[src/rtl/dmem_arbiter.sv]
// dmem_arbiter
// Shares the single-port data memory between the CPU control path and the
// debug/program-loader port. Each grant runs a fixed three-state sequence:
// IDLE (arbitrate and latch), ACC (memory strobe), DONE (ack to the winner).
//
// state | meaning
// IDLE  | waiting; picks a winner among eligible requests and latches its access
// ACC   | mem_en high for one cycle with the latched address/data/we
// DONE  | winner's ack pulses; read data forwarded from mem_rdata
//
// Ports
//   clock, reset             rising-edge clock, synchronous active-low reset
//   cpu_req/we/addr/wdata    CPU request (sampled only at grant)
//   cpu_ack/rdata/stall      CPU completion pulse, read data, stall
//   dbg_req/we/addr/wdata    debug request (sampled only at grant)
//   dbg_ack/rdata            debug completion pulse, read data
//   dbg_lock                 1 = CPU never granted
//   mem_en/we/addr/wdata     memory access strobe and latched access
//   mem_rdata                registered memory read data (1 cycle after mem_en)
//   owner                    0 = CPU, 1 = DBG; owner of current/last grant
//   busy                     1 whenever not IDLE
module dmem_arbiter #(
    parameter int ADDR_W   = 4,
    parameter int DATA_W   = 8,
    parameter int PRIORITY = 0
) (
    input  logic              clock,
    input  logic              reset,
    input  logic              cpu_req,
    input  logic              cpu_we,
    input  logic [ADDR_W-1:0] cpu_addr,
    input  logic [DATA_W-1:0] cpu_wdata,
    output logic              cpu_ack,
    output logic [DATA_W-1:0] cpu_rdata,
    output logic              cpu_stall,
    input  logic              dbg_req,
    input  logic              dbg_we,
    input  logic [ADDR_W-1:0] dbg_addr,
    input  logic [DATA_W-1:0] dbg_wdata,
    output logic              dbg_ack,
    output logic [DATA_W-1:0] dbg_rdata,
    input  logic              dbg_lock,
    output logic              mem_en,
    output logic              mem_we,
    output logic [ADDR_W-1:0] mem_addr,
    output logic [DATA_W-1:0] mem_wdata,
    input  logic [DATA_W-1:0] mem_rdata,
    output logic              owner,
    output logic              busy
);

    typedef enum logic [1:0] {
        IDLE = 2'd0,
        ACC  = 2'd1,
        DONE = 2'd2
    } state_t;

    state_t            state;
    state_t            state_nxt;
    logic              we_q;
    logic [DATA_W-1:0] cpu_rdata_q;
    logic [DATA_W-1:0] dbg_rdata_q;
    logic              cpu_elig;
    logic              dbg_elig;
    logic              grant;
    logic              grant_dbg;

    always_ff @(posedge clock) begin
        if (!reset) begin
            state <= IDLE;
        end else begin
            state <= state_nxt;
        end
    end

    always_comb begin
        state_nxt = state;
        grant     = 1'b0;
        grant_dbg = 1'b0;
        cpu_elig  = cpu_req & ~dbg_lock;
        dbg_elig  = dbg_req;
        busy      = 1'b0;
        mem_en    = 1'b0;
        mem_we    = 1'b0;
        cpu_ack   = 1'b0;
        dbg_ack   = 1'b0;
        case (state)
            IDLE: begin
                if (cpu_elig | dbg_elig) begin
                    grant     = 1'b1;
                    state_nxt = ACC;
                    // Round-robin: on a tie the port that was not last owner wins.
                    if (PRIORITY == 0) begin
                        grant_dbg = dbg_elig & (~cpu_elig | ~owner);
                    end else begin
                        grant_dbg = dbg_elig & ~cpu_elig;
                    end
                end
            end
            ACC: begin
                busy      = 1'b1;
                mem_en    = 1'b1;
                mem_we    = we_q;
                state_nxt = DONE;
            end
            DONE: begin
                busy      = 1'b1;
                cpu_ack   = ~owner;
                dbg_ack   = owner;
                state_nxt = IDLE;
            end
            default: begin
                state_nxt = IDLE;
            end
        endcase
        // Read data is forwarded straight from the memory during the ack
        // cycle so it is valid while ack is high; the register holds it after.
        cpu_rdata = (cpu_ack & ~we_q) ? mem_rdata : cpu_rdata_q;
        dbg_rdata = (dbg_ack & ~we_q) ? mem_rdata : dbg_rdata_q;
        cpu_stall = cpu_req & ~cpu_ack;
    end

    always_ff @(posedge clock) begin
        if (!reset) begin
            owner       <= 1'b1;
            we_q        <= 1'b0;
            mem_addr    <= '0;
            mem_wdata   <= '0;
            cpu_rdata_q <= '0;
            dbg_rdata_q <= '0;
        end else begin
            if (grant) begin
                owner     <= grant_dbg;
                we_q      <= grant_dbg ? dbg_we    : cpu_we;
                mem_addr  <= grant_dbg ? dbg_addr  : cpu_addr;
                mem_wdata <= grant_dbg ? dbg_wdata : cpu_wdata;
            end
            if (cpu_ack & ~we_q) begin
                cpu_rdata_q <= mem_rdata;
            end
            if (dbg_ack & ~we_q) begin
                dbg_rdata_q <= mem_rdata;
            end
        end
    end

endmodule

[config.mk]
export PLATFORM = sky130hd
export DESIGN_NAME = dmem_arbiter
export DESIGN_NICKNAME = d
export VERILOG_FILES = /design/src/rtl/dmem_arbiter.sv
export SDC_FILE = /design/constraint.sdc
export NUM_CORES = 1
export LEC_CHECK = 0
export ABC_AREA = 1
export CAP_MARGIN = 20
export CORE_AREA = 2 2 66 68
export CTS_CLUSTER_DIAMETER = 50
export DETAILED_ROUTE_END_ITERATION = 16
export DIE_AREA = 0 0 68 70
export PLACE_DENSITY = 0.88
export SETUP_SLACK_MARGIN = 0.02
export SYNTH_ARGS = -nofsm -noshare
export SYNTH_HDL_FRONTEND = slang
export SYNTH_SLANG_ARGS = --single-unit
[constraint.sdc]
create_clock -name clock -period 1.7 [get_ports clock]
set_input_delay 0.255 -clock clock [delete_from_list [all_inputs] [get_ports clock]]
set_output_delay 0.255 -clock clock [all_outputs]
set_load 0.02 [all_outputs]
### Word level (Yosys, flattened, before mapping)

Index checks and enable logic that the tools add are counted.

* register bits: 32
* bits in latches: 0
* RAM bits: 0
* ROM bits: 0
* output and inout port bits: 35
* logic and storage cells: 40
* memories: 0

* add/subtract/negate cells: 0
* $mul: 0
* div/mod/pow operators: 0
* order comparisons: 0
* equality and inequality tests: 3
* shift operators: 0
* mux-type cells: 16
* bitwise gates (word level): 12
* reduce and logical (&&, ||, !) cells: 2

Operator list (number)
* $mux 8: 3
* $mux 1: 10
* $and 1x1->1: 5
* $not 1->1: 5
* $mux 4: 1
* $pmux 2 s2: 1
* $eq 2x1->1 const B: 1
* $eq 2x2->1 const B: 1
* $logic_not 2->1: 1
* $mux 2: 1
* $ne 2x2->1 const B: 1
* $or 1x1->1: 2
* $reduce_or 2->1: 1

### Depth between registers and ports, before layout

* depth after elaboration: 8
* mapped depth: 10

### Least setup slack after synthesis

Ideal clock, no wire load.

* path type: register -> output
* from: reg state[0]
* to: out cpu_rdata[0]
* arrival time: 1401 ps
* setup slack: 44 ps
* cell stages (with the launch flop): 9
* cell sequence: dfxtp_1 -> inv_1 -> ha_1 -> inv_1 -> nor2_2 -> nand2_2 -> buf_6 -> o21ai_1 -> inv_1

* longest elaborated chain between the ends: 4

RTL lines
* start, declared: RTL line 58 `state_t state;`
* start signal, assigned: RTL line 72 `state <= state_nxt;`
* $eq 2x2->1: RTL line 87 `case (state)`
* $mux 1: RTL line 87
* net cpu_ack: RTL line 33 `output logic cpu_ack,`
* $and 1x1->1: RTL line 118 `cpu_rdata = (cpu_ack & ~we_q) ? mem_rdata : cpu_rdata_q;`
* $mux 8
* end, declared: RTL line 34 `output logic [DATA_W-1:0] cpu_rdata,`

The timed path passes the listed nets, and every way through them passes these cells.

### Worst setup path in the final report

* from: reg state[0]
* to: out cpu_rdata[7]

* longest elaborated chain between the ends: 4

RTL lines (RTL line)
* $eq 2x2->1: 87
* $mux 1: 87
* $and 1x1->1: 118
* $mux 8

Every way passes these cells.

==> impl_metrics.env <==
export IMPL_status="finished, violations left"
export IMPL_violations="setup timing"
export IMPL_met2_usage_pct=36.89
export IMPL_drt_iter0_markers=85
export IMPL_ys_warn_count=0
export IMPL_synth_seq_area_share_pct=39.45
export IMPL_drc=0
export IMPL_dp_cells=392
export IMPL_worst_slack_ps=-101.3
export IMPL_grt_use_met1_pct=22.63
export IMPL_ys_types=20
export IMPL_grt_pass1_wl_um=7452
export IMPL_cts_made_buffers=5
export IMPL_antenna_cells=0
export IMPL_fin_util_pct=71.35
export IMPL_grt_use_total_pct=20.73
export IMPL_worst_pin_slew_ps=277.9
export IMPL_hold_class="reg -> reg"
export IMPL_routabilityCongestion=0.7920
export IMPL_busiest_layer="met2"
export IMPL_power_density_mw_per_mm2=841.8
export IMPL_pin_count=74
export IMPL_clock_sinks=32
export IMPL_core_area_mm2=0.004144
export IMPL_clockRootBuffer="clkbuf_8"
export IMPL_synthAdderAreaFrac_pct=3.082
export IMPL_clkTransAtPathRegs_ps=60
export IMPL_die_area_mm2=0.004760
export IMPL_row_count=24
export IMPL_num_vias=1832
export IMPL_synth_mux_area_share_pct=0
export IMPL_crit_path_start="state[0]"
export IMPL_syn_inst=248
export IMPL_use_met3_pct=7.246
export IMPL_max_freq_mhz=555.2
export IMPL_die_w_um=68
export IMPL_rrSetupSlack_ps=140
export IMPL_relSlewSlack_pct=81.41
export IMPL_setup_viol=17
export IMPL_cts_hold_buffers=0
export IMPL_nFillCells=326
export IMPL_routedWlPerCell_um=11.65
export IMPL_maxCapViolations=0
export IMPL_fin_setup_tns_ps=-1096
export IMPL_start_util_pct=39.19
export IMPL_r2r_end="we_q"
export IMPL_tritoncts="built"
export IMPL_hold_viol_final=0
export IMPL_syn_area_per_cell_um2=6.549
export IMPL_clock_latency_ps=280
export IMPL_clockBufferDepth=2
export IMPL_r2r_start="state[0]"
export IMPL_hpwlAfterDp_um=3215
export IMPL_path_class="reg -> out"
export IMPL_cp_start_kind="flip-flop"
export IMPL_gr_total_overflow=0
export IMPL_drive_gt1_share_pct=31.48
export IMPL_end_kind="primary output"
export IMPL_nNetsFinal=401
export IMPL_die_h_um=70
export IMPL_arrival_ps=1550
export IMPL_first_pass_iters=4
export IMPL_antenna_found_initial=0
export IMPL_clock_skew_ps=7.448
export IMPL_grt_max_degree=31
export IMPL_total_leakage_power_uw=0.001569
export IMPL_synth_top_family_by_area="simple AND/OR/NAND/NOR gates"
export IMPL_drtAntennaViolNets=0
export IMPL_r2r_worst_path_cells=11
export IMPL_wirelength_um=4787
export IMPL_stdcell_count=411
export IMPL_critPathCapture="cpu_rdata[7]"
export IMPL_io_buffers=73
export IMPL_syn_area_mm2=0.001624
export IMPL_viasPerCell=4.457
export IMPL_synth_compound_area_share_pct=10.55
export IMPL_synthXorXnorAreaFrac_pct=0
export IMPL_report_final_slew_viol_count=0
export IMPL_synth_simple_gate_area_share_pct=26.27
export IMPL_ys_ff_latch=32
export IMPL_syn_nets=291
export IMPL_worstPathRequired_ps=1440
export IMPL_period_share_pct=106.0
export IMPL_first_global_vias=1659
export IMPL_ir_drop_v=0.0007563
export IMPL_syn_to_final_growth_pct=82.05
export IMPL_htree_levels=2
export IMPL_rsz0062_at_grt="true"
export IMPL_post_route_min_period_ps=1801
export IMPL_crit_fanout=8
==> power breakdown <==
group / internal, uW / switching [uW] / leakage [uW]
logic: 412 / 431 / 0.00124
clock network: 517 / 277 / 0.0000645
registers: 816 / 35.6 / 0.000262
total: 1750 / 743 / 0.00157
==> cell usage after synthesis (all sizes together) <==
cell / instances / area share, %
a21oi: 15 / 4.9
buf: 7 / 3.8
clkbuf: 3 / 0.69
dfxtp: 32 / 39
ha: 4 / 3.1
inv: 70 / 16
nand2: 52 / 13
nand3: 28 / 8.9
nand4: 1 / 0.39
nor2: 18 / 4.3
o211ai: 1 / 0.46
o21ai: 17 / 5.2
==> layout make-up <==
cell class / instances / area [um2] / area share [%]
clock buffers: 7 / 96.34 / 3.259
clock inverters: 1 / 30.03 / 1.016
inverters: 70 / 271.5 / 9.183
multi-input cells: 138 / 833.3 / 28.18
flip-flops and latches: 32 / 643.1 / 21.75
well taps: 52 / 65.06 / 2.201
repair buffers: 111 / 1017 / 34.41
==> layer usage <==
metal | vias to the layer above | wire (um)
li1 | 958 | -
met1 | 817 | 1926
met2 | 51 | 2459
met3 | 6 | 348
met4 | 0 | 53
met5 | - | 0
==> state kept, by name, indices dropped and copies added (netlist names) <==
| name | flops |
|---|---|
| state | 2 |
| dbg_rdata_q | 8 |
| mem_addr | 4 |
| we_q | 1 |
| cpu_rdata_q | 8 |
| mem_wdata | 8 |
| owner | 1 |
==> timing repair <==
item                       in CTS  in global routing
setup buffers                   5                  4
setup endpoints to repair      22                 34
pin swaps                       7                  8
gates resized for setup       123                 37
cloned                          2                  0
==> kinds of logic after synthesis <==
| logic type | count (synthesis) |
|---|---|
| simple gates | 99 |
| flops | 32 |
| compound gates | 33 |
| buf+inv | 80 |
| fa+ha+maj | 4 |
==> how the worst min path moves through the flow <==
stage | slack (ps) | end | start | cells past startpoint
after floorplan | 340 | owner | reset | 1
after global placement | 510 | mem_wdata[7] | mem_wdata[7] | 4
after detailed placement | 520 | mem_wdata[5] | mem_wdata[5] | 4
after CTS | 530 | mem_addr[1] | mem_addr[1] | 4
after global routing | 540 | mem_wdata[2] | mem_wdata[2] | 4
final | 520 | mem_addr[1] | mem_addr[1] | 4
==> critical path, stage by stage, from the launching register on <==
cell     delay, ps
dfxtp_2        330
inv_2           80
ha_4           140
inv_2           40
nor2_4         170
nand2_4        140
nand2_1        100
o21ai_2         60
inv_1           60
buf_4          130
==> layout by cell type, fill, tap and decap left out, types with 10 or more instances in the layout <==
master / instances
nand2_1: 38
clkdlybuf4s50_1: 50
buf_4: 42
a21oi_1: 14
o21ai_2: 14
nor2_1: 17
buf_6: 10
nand3_1: 27
inv_1: 63
dfxtp_1: 30
==> through the flow <==
| step | cell area (um2) | setup slack [ps] | power [uW] | hold slack [ps] |
|---|---|---|---|---|
| after global placement | 2577 | -244.2 | 1594 | 505.6 |
| after floorplan | 1624 | 44.12 | 1236 | 339.1 |
| after global routing | 2957 | -168.1 | 2612 | 541.9 |
| after CTS | 2858 | -129.5 | 2469 | 525.0 |
| after detailed placement | 2577 | -324.9 | 1611 | 515.1 |
| final | 2957 | -101.3 | 2489 | 523.5 |
(Power assumes the default switching activity.)
